$ cat config.mk
export PLATFORM = sky130hd
export DESIGN_NAME = branch_resolver
export DESIGN_NICKNAME = d
export VERILOG_FILES = /design/src/rtl/branch_pkg.sv /design/src/rtl/branch_resolver_sat_counter.sv /design/src/rtl/branch_resolver.sv
export SDC_FILE = /design/constraint.sdc
export NUM_CORES = 1
export LEC_CHECK = 0
export ABC_AREA = 1
export CAP_MARGIN = 20
export CORE_MARGIN = 1.5
export CORE_UTILIZATION = 55
export CTS_CLUSTER_SIZE = 10
export DETAILED_ROUTE_END_ITERATION = 16
export DONT_BUFFER_PORTS = 1
export GPL_TIMING_DRIVEN = 0
export PLACE_DENSITY = 0.76
export SLEW_MARGIN = 20
export SYNTH_ARGS = -nofsm -noshare
export SYNTH_HDL_FRONTEND = slang
export SYNTH_SLANG_ARGS = --single-unit
$ cat constraint.sdc
create_clock -name clk -period 2.75 [get_ports clk]
set_input_delay 0.1375 -clock clk [delete_from_list [all_inputs] [get_ports clk]]
set_output_delay 0.1375 -clock clk [all_outputs]
set_load 0.03 [all_outputs]
$ cat src/rtl/branch_pkg.sv
// Shared definitions for the branch predictor and the execute-stage resolver.
package branch_pkg;

  // PCsrcE encoding that identifies a conditional branch in E.
  localparam logic [1:0] PCSRC_BRANCH = 2'b01;

  // One pipeline-stage prediction record.
  typedef struct packed {
    logic valid;
    logic taken;
  } pred_rec_t;

  // Empty record used for resets, flushes and bubbles.
  localparam pred_rec_t PRED_REC_NONE = '{valid: 1'b0, taken: 1'b0};

  // Build the record that F hands to D each cycle.
  function automatic pred_rec_t make_fetch_rec(input logic taken);
    pred_rec_t rec;
    rec.valid = 1'b1;
    rec.taken = taken;
    return rec;
  endfunction

endpackage

$ cat src/rtl/branch_resolver_sat_counter.sv
// Up-counter that sticks at all-ones instead of wrapping.
module sat_counter #(
  parameter int W = 32
) (
  input  logic         inc,
  input  logic         clk,
  input  logic         reset,
  output logic [W-1:0] count
);

  logic at_max;

  // Saturation detect: the counter is full when every bit is set.
  always_comb begin
    at_max = &count;
  end

  // Count register: clears on reset, advances on inc until full.
  always_ff @(posedge clk) begin
    if (reset) begin
      count <= '0;
    end else if (inc && !at_max) begin
      count <= count + {{(W-1){1'b0}}, 1'b1};
    end
  end

endmodule

$ cat src/rtl/branch_resolver.sv
// Carries fetch-time predictions to E, compares them with the resolved
// outcome, and raises a self-flushing mispredict with the corrected PC.
module branch_resolver
  import branch_pkg::*;
#(
  parameter int PC_W  = 32,
  parameter int CNT_W = 32
) (
  input  logic             clk,
  input  logic             reset,
  input  logic             pred_takenF,
  input  logic             StallD,
  input  logic             FlushD,
  input  logic             FlushE,
  input  logic [1:0]       PCsrcE,
  input  logic             BranchCondE,
  input  logic [PC_W-1:0]  PCTargetE,
  input  logic [PC_W-1:0]  PCPlus4E,
  output logic             pred_takenE,
  output logic             MispredictE,
  output logic [PC_W-1:0]  RedirectPCE,
  output logic             UpdateEnE,
  output logic [CNT_W-1:0] branch_count,
  output logic [CNT_W-1:0] mispredict_count
);

  pred_rec_t reg_d;
  pred_rec_t reg_e;

  logic clear_d;
  logic clear_e;

  // A mispredict squashes both younger records, independent of the hazard unit.
  always_comb begin
    clear_d = reset | MispredictE | FlushD;
    clear_e = reset | MispredictE | FlushE;
  end

  // D record: flush beats stall, stall beats a fresh capture from F.
  always_ff @(posedge clk) begin
    if (clear_d) begin
      reg_d <= PRED_REC_NONE;
    end else if (!StallD) begin
      reg_d <= make_fetch_rec(pred_takenF);
    end
  end

  // E record: always follows D unless flushed; stalls are bubbled via FlushE.
  always_ff @(posedge clk) begin
    if (clear_e) begin
      reg_e <= PRED_REC_NONE;
    end else begin
      reg_e <= reg_d;
    end
  end

  // Resolution in E: only valid conditional branches are compared.
  always_comb begin
    pred_takenE = reg_e.taken;
    UpdateEnE   = reg_e.valid & (PCsrcE == PCSRC_BRANCH);
    MispredictE = UpdateEnE & (BranchCondE != reg_e.taken);
    RedirectPCE = BranchCondE ? PCTargetE : PCPlus4E;
  end

  sat_counter #(.W(CNT_W)) u_branch_cnt (
    .inc   (UpdateEnE),
    .clk   (clk),
    .reset (reset),
    .count (branch_count)
  );

  sat_counter #(.W(CNT_W)) u_mispredict_cnt (
    .inc   (MispredictE),
    .clk   (clk),
    .reset (reset),
    .count (mispredict_count)
  );

endmodule

==> reports/metrics.cfg <==
[die]
fp.dieW_um = 94.5
rows = 33
fp.dieH_um = 94.5
dieArea_um2 = 8920
core_um2 = 8180
initial_core_util = 0.563
ioPinCount = 172

[synthesis]
yosys_register_bits = 68
syn_nets = 853
yosys_warnings = 0
avgSynthCellArea_um2 = 5.92
yosysUniqueCellTypes = 31
synth_seq_area_share = 0.296
mappedNetlistArea_um2 = 4600
netlist_instances = 778

[final_layout]
diodes = 0
drive_above_1_share = 0.0888
fin_nets = 870
area_growth_pct = 8.59

[global_routing]
grt.total_usage = 0.307
grt_pass1_vias = 4438
grt_overflow = 0
met1_usage = 0.367
use_met3 = 0.0564
grt_max_degree = 12
antenna_found_initial = 0
grt_use_met2 = 0.534
top_usage_layer = met2
grt_pass1_wl_um = 21100

[clocking]
root_buffer = clkbuf_8
post_cts_buffers = 0
clk_pin_slew_ps = 80
cts-buffers-inserted = 9
htree_levels = 3
cts.path.max_buffers = 2
cts_tree = done
clock_sinks = 68
clock_latency_ps = 350

[power]
leakage_nw = 1.92
ir_drop_uv = 262
pwr_density_cell_nw_per_um2 = 410

[timing]
setup_tns_ps = 0
drv_slew = 0
fin_crit_ps = 2130
fin_skew_ps = 10.1
rsz0062_at_grt = no
holdWs_ps = 250
fmax_mhz = 469
maxSlewHeadroom = 0.643
setup_violations = 0
hold_violations = 0
fin_crit_sh = 0.775
worst-slew-pin-transition_ps = 534

[routing]
drtIter0Drc = 297
via_per_inst = 5.56
vias = 5029
drt-pass1-iter-count = 7
routed_wl_um = 13900
wl_per_cell_um = 15.4
drcViolationCount = 0
ant_nets = 0

[critical_path]
critPathTopFamily = simple AND/OR/NAND/NOR gates
max_stage_delay_ps = 580
crit_required_ps = 2990
path_class = reg2reg
cp-start-kind = flop
cpMostUsedCell = nor2_1
worst_path_max_delay_cell = dfxtp_1
arrival_ps = 2370
crit_chain = ha_1 > nand2_1 > nor2_2 > nand3_1 > nor2_1 > nand3_1 > nor2_1 > nor2_1
end_kind = flop
cp_max_fo = 5
path_buf_inv = 0

[placed_design]
place.gp.congestion = 0.963
io_buffers = 0
dp_hpwl_um = 10900

[outcome]
status = finished clean

[min_path]
hp-class = in2reg

[job]
cap_violations = 0

[through the flow]
| step | utilization | total power (W) | area (µm²) | cells | setup slack, ps |
|---|---|---|---|---|---|
| after global placement | 0.579 | 0.00120 | 4730 | 883 | 742 |
| after CTS | 0.611 | 0.00206 | 5000 | 905 | 623 |
| final | 0.611 | 0.00205 | 5000 | 905 | 619 |
| after global routing | 0.611 | 0.00212 | 5000 | 905 | 427 |
| after detailed placement | 0.579 | 0.00120 | 4730 | 883 | 652 |
| after floorplan | - | 0.00118 | 4600 | 778 | 980 |
[timing repair]
item | 4_1_cts | 5_1_grt
resized for setup | 0 | 0
hold endpoints to repair | 10 | 0
endpoints found under the setup margin | 0 | 0
hold buffers | 6 | 0
[synthesized netlist by cell type (all sizes together)]
cell type	instances	area [µm²]
nand2	287	1090
o21ai	2	10.0
nor2	186	766
mux2i	1	10.0
buf	18	173
ha	2	25.0
xnor2	2	17.5
clkinv	1	3.75
a21oi	53	265
nand3	75	465
and2	3	20.0
clkbuf	7	36.3
a31oi	1	6.26
inv	49	186
nand4	10	62.6
xor2	1	8.76
dfxtp	68	1360
nand3b	7	65.1
nor3	5	25.0
[where the power goes]
group	leakage [nW]	internal (W)	switching, W
registers	0.548	0.000986	0.00000227
clock network	0.0959	0.000469	0.000392
logic	1.28	0.0000452	0.000154
[worst reg2reg max path, stage by stage, from the launching register on]
cell and delay, ps:
dfxtp_1 580, ha_1 280, nand2_1 90, nor2_2 200
nand3_1 230, nor2_1 310, nand3_1 160, nor2_1 120
nor2_1 50
[cells in the final DEF (no fill, tap or decap), drive strengths merged]
master / Yosys / final
o21ai: 2 / 2
a21oi: 53 / 53
clkinvlp: 0 / 2
nand3: 75 / 75
nor2: 186 / 186
clkbuf: 7 / 20
bufinv: 0 / 1
clkinv: 1 / 1
nand2: 287 / 287
dlygate4sd3: 0 / 6
ha: 2 / 2
nand3b: 7 / 7
a31oi: 1 / 1
mux2i: 1 / 1
buf: 18 / 18
inv: 49 / 49
xor2: 1 / 1
and2: 3 / 3
dfxtp: 68 / 68
xnor2: 2 / 2
nand4: 10 / 10
nor3: 5 / 5
[layout make-up]
cell class,count,area (µm²)
buffer,25,209
clock buffer,13,159
clock inverter,3,45.0
fill,788,3180
inverter,50,190
multi-input combinational,635,2840
sequential,68,1360
tap,105,131
timing repair buffer,6,60.1
[cell families (layout without fill, tap and decap cells)]
| kind of cell | after synthesis | after routing | synth area share |
|---|---|---|---|
| compound gates | 56 | 56 | 0.0612 |
| xor+xnor | 3 | 3 | 0.00571 |
| fa+ha+maj | 2 | 2 | 0.00544 |
| buf+inv | 75 | 97 | 0.0867 |
| flops | 68 | 68 | 0.296 |
| mux | 1 | 1 | 0.00218 |
| simple gates | 573 | 573 | 0.543 |
[sequential cells by signal, indices dropped and copies added, names as in the netlist]
| name | count |
|---|---|
| reg_e | 1 |
| pred_takenE | 1 |
| u_branch_cnt.count | 32 |
| u_mispredict_cnt.count | 32 |
| reg_d | 2 |
[layer usage]
layer	wire length, µm	share of wire	vias to the layer above
li1	-	-	2486
met1	5910	0.42	2302
met3	1060	0.076	25
met5	0	0	-
met2	6640	0.48	216
met4	335	0.024	0
[worst paths after layout]
check / slack, ps / to / start / cells past startpoint
setup / recovery: 620 / u_mispredict_cnt.count[24] / u_mispredict_cnt.count[0] / 8
hold / removal: 250 / u_branch_cnt.count[26] / reset / 4
setup reg to reg: 620 / u_mispredict_cnt.count[24] / u_mispredict_cnt.count[0] / 8
hold reg to reg: 450 / pred_takenE / reg_d[0] / 2
Power figures use the tool's default switching activity.
